==> src/rtl/tile_judge.sv <==
`default_nettype none
// ============================================================================
// Module      : tile_judge
// Description : Judges player key presses against the bottom tile row as it
//               reaches the judge line. Detects key rising edges, classifies
//               each row as hit / wrong key / missed, keeps a saturating
//               score and a lives counter, and raises a sticky game-over flag.
// Revision    : 1.0 - initial release
// ============================================================================
module tile_judge #(
  parameter int SCORE_W        = 8,    // score width, saturates at all-ones
  parameter int LIVES          = 3,    // lives loaded at reset (1..7)
  parameter bit PENALIZE_EMPTY = 1'b1  // press with no pending tile costs a life
) (
  input  logic               clk,
  input  logic               resetn,
  input  logic               shift,
  input  logic [2:0]         bottom_lane,
  input  logic [3:0]         key,
  output logic [SCORE_W-1:0] score,
  output logic [2:0]         lives,
  output logic               hit,
  output logic               miss,
  output logic               armed,
  output logic               game_over
);

  // --------------------------------------------------------------------------
  // Judge state encoding
  //   IDLE  : nothing pending since reset
  //   LOAD  : bottom row is being sampled (shifter updated on the last edge)
  //   ARMED : a tile is waiting for its key
  //   DONE  : current row has already been judged
  //   OVER  : game ended, everything frozen until reset
  // --------------------------------------------------------------------------
  typedef enum logic [2:0] {
    IDLE  = 3'd0,
    LOAD  = 3'd1,
    ARMED = 3'd2,
    DONE  = 3'd3,
    OVER  = 3'd4
  } state_t;

  localparam logic [SCORE_W-1:0] C_SCORE_MAX = {SCORE_W{1'b1}};
  localparam logic [2:0]         C_LIVES_RST = 3'(LIVES);

  // Registered state
  state_t             r_state;
  logic [3:0]         r_key_q;
  logic [1:0]         r_lane;
  logic [SCORE_W-1:0] r_score;
  logic [2:0]         r_lives;
  logic               r_hit;
  logic               r_miss;
  logic               r_game_over;

  // Next-state values
  state_t             w_state_nxt;
  logic [1:0]         w_lane_nxt;
  logic [SCORE_W-1:0] w_score_nxt;
  logic [2:0]         w_lives_nxt;
  logic               w_hit_nxt;
  logic               w_miss_nxt;
  logic               w_game_over_nxt;

  // Judgement helpers
  logic [3:0]         w_rise;
  logic [3:0]         w_lane_mask;
  logic               w_any_rise;
  logic               w_wrong_rise;
  logic               w_right_rise;
  logic               w_code_valid;
  logic [1:0]         w_code_lane;
  logic               w_lose;
  logic               w_gain;

  // Key rising edges relative to the previous cycle's key levels
  assign w_rise       = key & ~r_key_q;
  assign w_any_rise   = |w_rise;

  // One-hot mask of the lane that the pending tile expects
  assign w_lane_mask  = 4'b0001 << r_lane;
  assign w_wrong_rise = |(w_rise & ~w_lane_mask);
  assign w_right_rise = |(w_rise & w_lane_mask);

  // Decode the bottom-row tile code: 1..4 name a lane, anything else is empty
  always_comb begin
    w_code_valid = 1'b1;
    w_code_lane  = 2'd0;
    case (bottom_lane)
      3'd1:    w_code_lane = 2'd0;
      3'd2:    w_code_lane = 2'd1;
      3'd3:    w_code_lane = 2'd2;
      3'd4:    w_code_lane = 2'd3;
      default: w_code_valid = 1'b0;
    endcase
  end

  // Next-state, judgement and score/lives update logic
  always_comb begin
    w_state_nxt     = r_state;
    w_lane_nxt      = r_lane;
    w_score_nxt     = r_score;
    w_lives_nxt     = r_lives;
    w_hit_nxt       = 1'b0;
    w_miss_nxt      = 1'b0;
    w_game_over_nxt = r_game_over;
    w_lose          = 1'b0;
    w_gain          = 1'b0;

    case (r_state)
      IDLE, DONE: begin
        if (shift) begin
          w_state_nxt = LOAD;
        end
        // A stray press with no pending tile may cost a life
        if (PENALIZE_EMPTY && w_any_rise) begin
          w_lose = 1'b1;
        end
      end

      LOAD: begin
        // Rises are ignored here; a fresh shift discards this sample
        if (shift) begin
          w_state_nxt = LOAD;
        end else if (w_code_valid) begin
          w_state_nxt = ARMED;
          w_lane_nxt  = w_code_lane;
        end else begin
          w_state_nxt = DONE;
        end
      end

      ARMED: begin
        // Wrong key beats right key; the key verdict beats a missed tile
        if (w_wrong_rise) begin
          w_lose      = 1'b1;
          w_state_nxt = shift ? LOAD : DONE;
        end else if (w_right_rise) begin
          w_gain      = 1'b1;
          w_state_nxt = shift ? LOAD : DONE;
        end else if (shift) begin
          w_lose      = 1'b1;
          w_state_nxt = LOAD;
        end
      end

      OVER: begin
        w_state_nxt = OVER;
      end

      default: begin
        w_state_nxt = IDLE;
      end
    endcase

    // Correct press: bump the score without wrapping
    if (w_gain) begin
      w_hit_nxt = 1'b1;
      if (r_score != C_SCORE_MAX) begin
        w_score_nxt = r_score + 1'b1;
      end
    end

    // Life loss: at most one per cycle, last life ends the game
    if (w_lose) begin
      w_miss_nxt  = 1'b1;
      w_lives_nxt = r_lives - 3'd1;
      if (r_lives <= 3'd1) begin
        w_lives_nxt     = 3'd0;
        w_state_nxt     = OVER;
        w_game_over_nxt = 1'b1;
      end
    end
  end

  // Key history register: tracks key levels every cycle, including reset,
  // so a key held through reset release is not seen as a press
  always_ff @(posedge clk) begin
    r_key_q <= key;
  end

  // Judge state, lane latch, score, lives and output pulse registers
  always_ff @(posedge clk) begin
    if (!resetn) begin
      r_state     <= IDLE;
      r_lane      <= 2'd0;
      r_score     <= '0;
      r_lives     <= C_LIVES_RST;
      r_hit       <= 1'b0;
      r_miss      <= 1'b0;
      r_game_over <= 1'b0;
    end else begin
      r_state     <= w_state_nxt;
      r_lane      <= w_lane_nxt;
      r_score     <= w_score_nxt;
      r_lives     <= w_lives_nxt;
      r_hit       <= w_hit_nxt;
      r_miss      <= w_miss_nxt;
      r_game_over <= w_game_over_nxt;
    end
  end

  assign score     = r_score;
  assign lives     = r_lives;
  assign hit       = r_hit;
  assign miss      = r_miss;
  assign armed     = (r_state == ARMED);
  assign game_over = r_game_over;

endmodule
`default_nettype wire

==> config.mk <==
export PLATFORM = sky130hd
export DESIGN_NAME = tile_judge
export DESIGN_NICKNAME = d
export VERILOG_FILES = /design/src/rtl/tile_judge.sv
export SDC_FILE = /design/constraint.sdc
export NUM_CORES = 1
export LEC_CHECK = 0
export ABC_AREA = 1
export ABC_CLOCK_PERIOD_IN_PS = 2300
export CORE_ASPECT_RATIO = 0.6
export CORE_MARGIN = 10
export CORE_UTILIZATION = 35
export CTS_BUF_LIST = sky130_fd_sc_hd__clkbuf_8 sky130_fd_sc_hd__clkbuf_16
export DETAILED_ROUTE_END_ITERATION = 8
export DONT_BUFFER_PORTS = 1
export REMOVE_ABC_BUFFERS = 1
export SLEW_MARGIN = 20
export SYNTH_ARGS = -nofsm -noshare
export SYNTH_HDL_FRONTEND = slang
export SYNTH_SLANG_ARGS = --single-unit
==> constraint.sdc <==
create_clock -name clk -period 2.3 [get_ports clk]
set_input_delay 0.115 -clock clk [delete_from_list [all_inputs] [get_ports clk]]
set_output_delay 0.115 -clock clk [all_outputs]
set_load 0.01 [all_outputs]
## Word level (Yosys, flattened, before mapping)

Index checks and enable logic that the tools add are counted.

| cells by class | value |
|---|---|
| equal/unequal tests | 9 |
| bitwise operators | 6 |
| shift operators | 1 |
| add/subtract/negate cells | 2 |
| magnitude comparators | 1 |
| reduce and logical (&&, ||, !) cells | 9 |
| multiplexer cells | 22 |

Operator list:

| cell | count |
|---|---|
| 2-to-1 mux 3 bit | 6 |
| OR reduction 4 bit | 4 |
| bitwise AND 4 bit | 3 |
| == test 3 x 2 -> 1 bit, second input constant | 4 |
| one-hot mux 3 bit (4 select lines) | 1 |
| 2-to-1 mux 1 bit | 11 |
| adder 8 x 1 -> 8 bit, second input constant | 1 |
| inequality test 8 bit, second input constant | 1 |
| NOT 4 bit | 2 |
| == test 3 x 1 -> 1 bit, second input constant | 2 |
| == test 3 bit, second input constant | 2 |
| one-hot mux 2 bit (3 select lines) | 1 |
| 2-to-1 mux 2 bit | 2 |
| AND reduction 2 bit | 2 |
| << shifter 1 x 2 -> 4 bit, first input constant | 1 |
| <= comparator 3 x 1 -> 1 bit, second input constant | 1 |
| zero test 3 bit | 1 |
| AND reduction 3 bit | 1 |
| subtractor 3 x 1 -> 3 bit, second input constant | 1 |
| one-hot mux 1 bit (2 select lines) | 1 |
| OR reduction 2 bit | 1 |
| NOT 1 bit | 1 |

| word-level totals | value |
|---|---|
| bits in registers | 23 |
| input port bits | 10 |

## Longest topological paths before layout

Gate-level depths: netlist of the first run.

| logic depth | value |
|---|---|
| depth in word-level cells | 9 |
| mapped depth | 12 |
| depth with buffers taken out | 12 |

## Least setup slack after synthesis of the first run

OpenSTA, ideal clock, no wires.

| timing path | value |
|---|---|
| path kind | reg2reg |
| start point | register r_score[0] (netlist: score[0]) |
| end point | register r_score[1] (netlist: score[1]) |
| setup slack | 0.815 ns |
| cell stages (with the launch flop) | 9 |
| buffers on the path | 0 |
| clock period less this slack | 1.485 ns |
| library setup time | 0.114 ns |
| arrival time | 1.371 ns |
| data required time | 2.186 ns |
| cells stage by stage | dfxtp_1 > ha_1 > nand2_1 > nor2_1 > nand4_2 > nand2_4 > inv_2 > nor2_1 > nor2_2 |

| on the way | value |
|---|---|
| longest elaborated chain between the ends | 2 |
| elaborated cells between the ends (all ways) | 3 |
| classes of those cells | 1 x add/sub; 1 x eq/ne; 1 x reduce/logical |

RTL lines:

| what | line | RTL |
|---|---|---|
| from (decl) | 51 | `logic [SCORE_W-1:0] r_score;` |
| from (signal assigned) | 196 | `r_score <= w_score_nxt;` |
| branches (longest 2 deep; another with adder 8 x 1 -> 8 bit) | - |  |

Several ways; the timed one is not identified.
A chain may end at the register's enable or synchronous reset.

## Worst setup path in the final report of the first run

Same ends and word-level chain as after synthesis.

==> summary.log, run 1 <==
INFO  run_status     status=complete, no violations
INFO  clock_network  cts-buffers-inserted=3
INFO  detailed_routing detailroute.wirelength.met3=234um
INFO  yosys          yosysWarnings=0
INFO  power_and_ir_drop power.clock.fraction=22.2%
INFO  global_route   grt_start_max_net_pins=14
INFO  timing         fin_crit=1.715ns
INFO  global_route   overflow=0
INFO  floorplanning  fp.dieW=97.58um
INFO  yosys          avgSynthCellArea=6.982um2
INFO  clock_network  clock_sinks=23
INFO  yosys          postSynthCellCount=181
INFO  global_route   first_global_vias=950
INFO  finish         antenna_cells_inserted=0
INFO  place          dpl_cell_area=1316um2
INFO  finish         final_design_area_no_fill=1411um2
INFO  timing         clock-skew-final=0.003129ns
INFO  power_and_ir_drop ir_drop=258.2uV
INFO  yosys          syn-cell-area=1264um2
INFO  detailed_routing drc_errors=0
INFO  timing         timing.final.max_slew_violations=0
INFO  power_and_ir_drop internal-power=0.7021mW
INFO  floorplanning  initial_core_util=37.57%
INFO  timing         hold_slack=0.07379ns
INFO  floorplanning  design.core.area=3363um2
INFO  detailed_routing wl_met1=1583um
INFO  setup_path     crit_path_max_fanout=8
INFO  timing         tns_setup=0ns
INFO  detailed_routing route.antenna.remaining_nets=0
INFO  clock_network  cts_htree_levels=1
INFO  setup_path     timing.critical_path.required=2.47ns
INFO  clock_network  cts.repair.resized=0
INFO  place          gp_routability_congestion=0.8081
INFO  timing         slew-limit-headroom=72.20%
INFO  global_route   groute.usage.overall=9.079%
INFO  clock_network  cts-root-to-sink-buffers=2
INFO  power_and_ir_drop p_per_area=781.8nW/um2
INFO  detailed_routing first_pass_iters=4
INFO  finish         area_growth_syn_to_layout=11.68%
INFO  detailed_routing avgRoutedWirePerCell=12.10um
INFO  flow_run       drv.max_cap_violation_count=0
INFO  finish         leading_cell_type_in_the_layout_fill_and_taps_excluded=sky130_fd_sc_hd__nand2_1
INFO  yosys          synth_top_cells_by_area=sky130_fd_sc_hd__dfxtp_1 36%, sky130_fd_sc_hd__nand2_1 10%, sky130_fd_sc_hd__inv_1 8.0%
INFO  timing         setup_repair_after_global_routing_missed_its_margin=no
INFO  power_and_ir_drop combPwrFrac=30.2%
INFO  clock_network  worst_setup_hold_path_clk_slew=0.08ns
INFO  yosys          yosysTopAreaCell=sky130_fd_sc_hd__dfxtp_1
INFO  timing         report.final.setup_viol=0
INFO  setup_path     cp-start-kind=register
INFO  timing         final-hold-violation-count=0
INFO  setup_path     worst-setup-path-type=register to register
INFO  detailed_routing detail_route.vias_per_cell=4.581
INFO  floorplanning  floorplan_die_height=66.55um
INFO  setup_path     critical_path.endpoint_type=register
INFO  timing         fin_crit_sh=74.55%
INFO  detailed_routing via_count=1072
INFO  power_and_ir_drop switching_share=36.37%
INFO  yosys          synth.ff_latch_count=23
INFO  yosys          synth_largest_type_area_fraction=36.44%
INFO  place          numPortBuffers=0
INFO  detailed_routing drt-initial-drc-count=56
INFO  yosys          yosysUniqueCellTypes=26
INFO  detailed_routing drt_wl_total=2831um
INFO  clock_network  clock_tree_from_tritoncts=done
INFO  power_and_ir_drop total_leakage_power=0.6486nW
INFO  yosys          synth_sequential_area_ratio=36.44%
INFO  global_route   grt_antenna_before_repair=0
INFO  timing         worst-slew-pin-transition=0.4165ns
INFO  clock_network  insertion_delay_of_the_later_clocked_pin_in_the_worst_skew_pair=0.26ns
INFO  place          dpl.hpwl=2226um
INFO  detailed_routing wl_met2=983um
INFO  setup_path     data_arrival_time_of_the_worst_path=1.88ns
INFO  floorplanning  rows=16
INFO  clock_network  cts-root-buf=sky130_fd_sc_hd__clkbuf_8
INFO  floorplanning  num_io_pins=25
INFO  clock_network  post-cts-setup-buffers=0
INFO  detailed_routing dr.max_layer_used=met4
INFO  global_route   grt_first_pass_wirelength=4899um
INFO  worst_hold_path class_of_the_worst_hold_path=input port to register
INFO  power_and_ir_drop flop_pwr_share=47.5%
INFO  timing         max_clock_freq=583.2MHz
INFO  finish         drive_gt1_share=11.11%
INFO  floorplanning  floorplan.die_area=6493um2
INFO  finish         final_nets=203
INFO  power_and_ir_drop power.switching=0.4013mW
INFO  finish         layout_common_cells=34 x sky130_fd_sc_hd__nand2_1, 28 x sky130_fd_sc_hd__inv_1, 23 x sky130_fd_sc_hd__nor2_1, 23 x sky130_fd_sc_hd__dfxtp_1, 19 x sky130_fd_sc_hd__nand3_1
## repair_timing
item	in CTS	in global routing
hold endpoints to repair	10	0
endpoints found under the setup margin	0	0
hold buffers	5	0
## worst paths after layout
| check | startpoint | to | slack [ns] | cells past startpoint |
|---|---|---|---|---|
| setup / recovery | score[0] | score[1] | 0.59 | 8 |
| hold / removal | shift | r_state[1] | 0.07 | 3 |
| setup reg to reg | score[0] | score[1] | 0.59 | 8 |
| hold reg to reg | r_state[2] | r_state[2] | 0.51 | 2 |
## registers in the layout (all words and copies together) (netlist names)
register	count
r_lane	2
lives	3
r_state	3
r_key_q	4
hit	1
game_over	1
score	8
miss	1
## cells in the mapped netlist
cell type                  instances
sky130_fd_sc_hd__nand3_1          19
sky130_fd_sc_hd__nand4_2           1
sky130_fd_sc_hd__o21ai_0           3
sky130_fd_sc_hd__clkbuf_1          1
sky130_fd_sc_hd__and2_1            1
sky130_fd_sc_hd__a21oi_1          14
sky130_fd_sc_hd__nand4_1           1
sky130_fd_sc_hd__ha_1              3
sky130_fd_sc_hd__a211oi_1          1
sky130_fd_sc_hd__nor2_4            2
sky130_fd_sc_hd__inv_2             4
sky130_fd_sc_hd__inv_1            27
sky130_fd_sc_hd__nand2_2           4
sky130_fd_sc_hd__nor2_8            1
sky130_fd_sc_hd__nand2_4           2
sky130_fd_sc_hd__nor2_2            2
sky130_fd_sc_hd__xor2_1            5
sky130_fd_sc_hd__nor2_1           23
sky130_fd_sc_hd__o211ai_1          1
sky130_fd_sc_hd__dfxtp_1          23
sky130_fd_sc_hd__o21ai_2           2
sky130_fd_sc_hd__nand3b_1          1
sky130_fd_sc_hd__nand2_1          34
sky130_fd_sc_hd__nor3_1            3
sky130_fd_sc_hd__xnor2_1           2
sky130_fd_sc_hd__o21bai_1          1
## power groups by stage
stage,combinational (mW),clock [mW],sequential (mW)
finish,0.334,0.245,0.524
global route,0.394,0.275,0.539
CTS,0.337,0.254,0.526
detailed placement,0.326,0,0.536
global placement,0.324,0,0.537
floorplan,0.274,0,0.517
## kinds of logic (layout without fill, tap and decap cells)
| logic type | count (synthesis) | count (layout) | synth area share, % |
|---|---|---|---|
| simple gates | 94 | 94 | 36.34 |
| buf+inv | 32 | 40 | 9.505 |
| flops | 23 | 23 | 36.44 |
| compound gates | 22 | 22 | 9.902 |
| xor+xnor | 7 | 7 | 4.852 |
| fa+ha+maj | 3 | 3 | 2.971 |
## worst max-delay path, stage by stage (launching register included)
cell	delay, ns
sky130_fd_sc_hd__dfxtp_1	0.46
sky130_fd_sc_hd__ha_1	0.23
sky130_fd_sc_hd__nand2_1	0.08
sky130_fd_sc_hd__nor2_1	0.17
sky130_fd_sc_hd__nand4_2	0.25
sky130_fd_sc_hd__nand2_4	0.22
sky130_fd_sc_hd__inv_2	0.05
sky130_fd_sc_hd__nor2_1	0.11
sky130_fd_sc_hd__nor2_2	0.05
## cell type report
type / count / area (um2)
Tap cell: 45 / 56.30
Fill cell: 367 / 1952
Timing Repair Buffer: 5 / 50.05
Clock buffer: 3 / 41.29
Multi-Input combinational cell: 126 / 683.2
Clock inverter: 1 / 3.754
Sequential cell: 23 / 460.4
Inverter: 31 / 116.4
## routing by layer
metal	GRT usage, %	vias to the layer above
li1	-	586
met1	13.33	458
met2	11.22	26
met3	3.708	2
met4	2.708	0
met5	0	-
## per-stage QoR
step	power (mW)	setup WS [ns]	cells	utilization (%)
final	1.103	0.5853	234	41.96
after global routing	1.208	0.3488	234	41.96
after CTS	1.118	0.5753	234	41.96
after detailed placement	0.8619	0.5999	225	39.14
after global placement	0.8602	0.6576	225	39.14
after floorplan	0.7904	0.8150	180	-
(Power assumes the default switching activity.)
==> run 2, diff against run 1 <==
Settings changed: ABC_AREA 1 to 0, ABC_CLOCK_PERIOD_IN_PS 2300 to 1660.
Clock period 2.3 ns to 1.66 ns, I/O delays scaled along.
==> run 2 against run 1 <==
The flow now finishes with violations (negative hold slack, negative setup slack). Synthesized area fell by 9.9%. Critical path depth fell by 2. Register-to-register slack got worse by 1.2 ns. Via count rose by 2.0%. Power rose by 41%. Worst setup slack got worse by 1.2 ns. Clock power rose by 40%. Clock skew barely moved. Clock-buffer cell count did not move. Combinational power rose by 52%. Sequential share of layout area fell by 4.1 points. Global-route usage rose by 1.6 points. Critical path type unchanged. Critical endpoint is now score[7]. Highest routed layer unchanged.
==> summary.log, run 2 <==
INFO  run_status     status=complete, but fails checks
INFO  run_status     violations=negative hold slack, negative setup slack
INFO  yosys          synth_top_cells_by_area=sky130_fd_sc_hd__dfxtp_1 40%, sky130_fd_sc_hd__nand2b_4 4.8%, sky130_fd_sc_hd__mux2i_1 3.5%
INFO  yosys          yosysWarnings=0 [unchanged]
INFO  timing         fin_crit=2.268ns [+0.5532 ns]
INFO  power_and_ir_drop internal-power=1.070mW [+52%]
INFO  floorplanning  floorplan_die_height=64.18um [-3.6%]
INFO  global_route   overflow=0 [unchanged]
INFO  detailed_routing detail_route.vias_per_cell=5.438 [+19%]
INFO  clock_network  cts-root-to-sink-buffers=2 [unchanged]
INFO  setup_path     r2r-end=score[7]
INFO  yosys          synth_largest_type_area_fraction=40.44% [+4.0 points]
INFO  floorplanning  floorplan.die_area=6009um2 [-7.4%]
INFO  finish         layout_common_cells=27 x sky130_fd_sc_hd__buf_4, 19 x sky130_fd_sc_hd__dfxtp_1, 10 x sky130_fd_sc_hd__nor2_1, 10 x sky130_fd_sc_hd__dlygate4sd3_1, 6 x sky130_fd_sc_hd__inv_1
INFO  power_and_ir_drop flop_pwr_share=45.1% [-2.4 points]
INFO  clock_network  cts-root-buf=sky130_fd_sc_hd__clkbuf_8
INFO  global_route   grt_antenna_before_repair=0 [unchanged]
INFO  power_and_ir_drop p_per_area=949.8nW/um2 [+21%]
INFO  power_and_ir_drop total_leakage_power=0.6383nW [-1.6%]
INFO  timing         final-hold-violation-count=5 [+5]
INFO  place          numPortBuffers=0 [unchanged]
INFO  clock_network  cts-buffers-inserted=3 [unchanged]
INFO  clock_network  cts_htree_levels=1 [unchanged]
INFO  setup_path     critical_path.endpoint_type=register
INFO  flow_run       drv.max_cap_violation_count=0 [unchanged]
INFO  detailed_routing drt_wl_total=3187um [+13%]
INFO  setup_path     crit_path_max_fanout=5 [-3]
INFO  setup_path     rrSetupSlack=-0.61ns [-1.19 ns]
INFO  setup_path     data_arrival_time_of_the_worst_path=2.46ns [+0.58 ns]
INFO  power_and_ir_drop combPwrFrac=32.8% [+2.6 points]
INFO  finish         drive_gt1_share=36.48% [+25 points]
INFO  worst_hold_path hold_start=resetn
INFO  yosys          yosysTopAreaCell=sky130_fd_sc_hd__dfxtp_1
INFO  power_and_ir_drop ir_drop=550.0uV [+110%]
INFO  detailed_routing drt-initial-drc-count=64 [+14%]
INFO  detailed_routing route.antenna.remaining_nets=0 [unchanged]
INFO  power_and_ir_drop switching_share=31.03% [-5.3 points]
INFO  setup_path     timing.rr.start=r_key_q[1]
INFO  clock_network  worst_setup_hold_path_clk_slew=0.08ns [about the same]
INFO  clock_network  clock_sinks=23 [unchanged]
INFO  yosys          synth.ff_latch_count=23 [unchanged]
INFO  yosys          synth_ff_type=sky130_fd_sc_hd__dfxtp_1
INFO  global_route   gr-usage-met3=5.478% [+1.8 points]
INFO  finish         area_growth_syn_to_layout=43.41%
INFO  worst_hold_path min_delay_path_depth=1 [-2]
INFO  detailed_routing first_pass_iters=4 [unchanged]
INFO  finish         final_nets=173 [-15%]
INFO  place          place.detailed.instances=180 [-20%]
INFO  yosys          synth_sequential_area_ratio=40.44% [+4.0 points]
INFO  yosys          synth_enable_flop_cells=0 [unchanged]
INFO  global_route   first_global_vias=1062 [+12%]
INFO  global_route   grt_util_met2=16.70% [+5.5 points]
INFO  setup_path     cp-start-kind=register
INFO  timing         clock-skew-final=0.002788ns [-0.0003412 ns]
INFO  finish         leading_cell_type_in_the_layout_fill_and_taps_excluded=sky130_fd_sc_hd__buf_4
INFO  setup_path     worst-setup-path-type=register to register
INFO  timing         setup_slack=-0.6079ns [-1.193 ns]
INFO  detailed_routing drc_errors=0 [unchanged]
INFO  place          gp_routability_congestion=0.8044 [-0.46%]
INFO  global_route   groute.usage.overall=10.72% [+1.6 points]
INFO  power_and_ir_drop power.switching=0.4812mW [+20%]
INFO  timing         timing.final.max_slew_violations=0 [unchanged]
INFO  clock_network  clock_tree_from_tritoncts=done
INFO  worst_hold_path hold_path_end=game_over
INFO  yosys          yosys.cell_count.top_type=sky130_fd_sc_hd__dfxtp_1
INFO  clock_network  cts_hold_buffers=10 [+5]
INFO  finish         layout.cells.non_filler=201 [-14%]
INFO  global_route   grt_start_max_net_pins=15 [+1]
INFO  yosys          syn-cell-area=1139um2 [-9.9%]
INFO  detailed_routing via_count=1093 [+2.0%]
INFO  yosys          postSynthCellCount=121 [-33%]
INFO  setup_path     ff2ff_path_depth=6 [-2]
INFO  worst_hold_path class_of_the_worst_hold_path=input port to register
INFO  yosys          avgSynthCellArea=9.410um2 [+35%]
INFO  setup_path     timing.critical_path.required=1.85ns [-0.62 ns]
INFO  timing         worst-slew-pin-transition=0.5018ns [+0.08527 ns]
INFO  floorplanning  rows=15 [-1]
INFO  floorplanning  num_io_pins=25 [unchanged]
INFO  finish         number_of_flip_flops_in_the_largest_register=8 [unchanged]
INFO  clock_network  insertion_delay_of_the_later_clocked_pin_in_the_worst_skew_pair=0.26ns [about the same]
INFO  timing         fin_crit_sh=136.6% [+62 points]
INFO  timing         hold_slack=-0.06343ns [-0.1372 ns]
INFO  place          dpl.hpwl=2202um [-1.1%]
INFO  floorplanning  fp.dieW=93.64um [-4.0%]
INFO  finish         antenna_cells_inserted=0 [unchanged]
INFO  yosys          async_reset_ff_share=0% [unchanged]
INFO  global_route   grt_first_pass_wirelength=5271um [+7.6%]
INFO  global_route   met1_track_demand_over_resource=12.99% [-0.33 points]
INFO  floorplanning  initial_core_util=38.16% [+0.58 points]
INFO  timing         max_clock_freq=440.9MHz [-24%]
INFO  power_and_ir_drop power.clock.fraction=22.1% [about the same]
INFO  timing         report.final.setup_viol=17 [+17]
INFO  floorplanning  design.core.area=2984um2 [-11%]
INFO  yosys          most_instantiated_cells_after_synthesis=23 x sky130_fd_sc_hd__dfxtp_1, 10 x sky130_fd_sc_hd__nor2_1, 7 x sky130_fd_sc_hd__a21oi_1
INFO  timing         tns_setup=-6.032ns [-6.032 ns]
INFO  timing         slew-limit-headroom=66.51% [-5.7 points]
INFO  global_route   grt_busiest_layer=met2
INFO  timing         setup_repair_after_global_routing_missed_its_margin=yes
INFO  detailed_routing avgRoutedWirePerCell=15.86um [+31%]
INFO  yosys          yosysUniqueCellTypes=39 [+50%]
-- run 2: changes by cell type in the layout (fill, tap and decap cells not counted), sizes merged, moves of 4 or more --
cell,before,now
nor2,28,10
a21oi,14,7
xor2,5,1
mux2i,0,4
nand2b,0,5
inv,32,6
nand2,40,4
buf,0,29
nand3,19,3
dlygate4sd3,5,10
-- run 2: cell type report --
| class | instances | area (um2) |
|---|---|---|
| clock buffer | 3 | 41.29 |
| timing repair buffer | 39 | 325.3 |
| tap | 42 | 52.55 |
| multi-input combinational | 87 | 720.7 |
| fill | 262 | 1351 |
| clock inverter | 1 | 5.005 |
| inverter | 6 | 22.52 |
| sequential | 23 | 465.4 |
-- run 2: timing repair --
action,in CTS,in global routing
setup endpoints to repair,17,17
pin swaps,8,7
gates resized for setup,14,13
endpoints found under the hold margin,13,5
cloned,1,0
setup buffers,6,1
-- run 2: cells by family after synthesis --
| group | count (synthesis) | synth area share, % |
|---|---|---|
| buffers and inverters | 11 | 3.735 |
| DFF | 23 | 40.44 |
| muxes | 5 | 5.495 |
| adders and majority gates | 3 | 3.297 |
| xor gates and xnor gates | 2 | 1.539 |
| and+or+nand+nor | 46 | 26.37 |
| AOI/OAI and AO/OA | 31 | 19.12 |
-- run 2: worst max-delay path, cell delays in order, from the launching register on --
cell                       delay, ns
sky130_fd_sc_hd__dfxtp_2        0.33
sky130_fd_sc_hd__nand2b_4       0.14
sky130_fd_sc_hd__mux4_2         0.48
sky130_fd_sc_hd__or4b_4         0.52
sky130_fd_sc_hd__buf_6          0.15
sky130_fd_sc_hd__or4_1          0.46
sky130_fd_sc_hd__a21oi_1        0.12
-- run 2: power by group through the flow --
stage	Clock, mW	Combinational, mW	Sequential [mW]
floorplan	0	0.234	0.710
global placement	0	0.395	0.712
detailed placement	0	0.407	0.716
CTS	0.354	0.494	0.703
global route	0.384	0.568	0.712
finish	0.342	0.509	0.700
-- run 2: metal layers --
metal / share of wire, % / vias to the layer above
met3: 8.6 / 6
met4: 1.3 / 0
met1: 45 / 529
met2: 45 / 28
met5: 0 / -
li1: - / 530
-- run 2: worst max-delay path by stage --
stage          startpoint  endpoint  slack [ns]  depth (start not counted)
4_1_cts        r_key_q[1]  score[7]       -0.62                          6
3_5_place_dp   r_key_q[1]  score[5]       -0.64                          6
6_report       r_key_q[1]  score[7]       -0.61                          6
2_1_floorplan  r_key_q[3]  score[3]       -0.60                          5
5_1_grt        r_key_q[3]  score[7]       -0.66                          6
3_3_place_gp   r_key_q[3]  score[3]       -0.59                          6
-- run 2: through the flow --
stage	worst slack (ns)	cell area, um2	hold WS (ns)	total power, mW	util (%)
3_3_place_gp	-0.5947	1336	0.1110	1.107	44.78
5_1_grt	-0.6611	1633	-0.08052	1.663	54.72
2_1_floorplan	-0.6033	1119	0.1107	0.9443	-
3_5_place_dp	-0.6428	1336	0.1110	1.123	44.78
6_report	-0.6079	1633	-0.06343	1.551	54.72
4_1_cts	-0.6207	1582	-0.07192	1.551	53.00
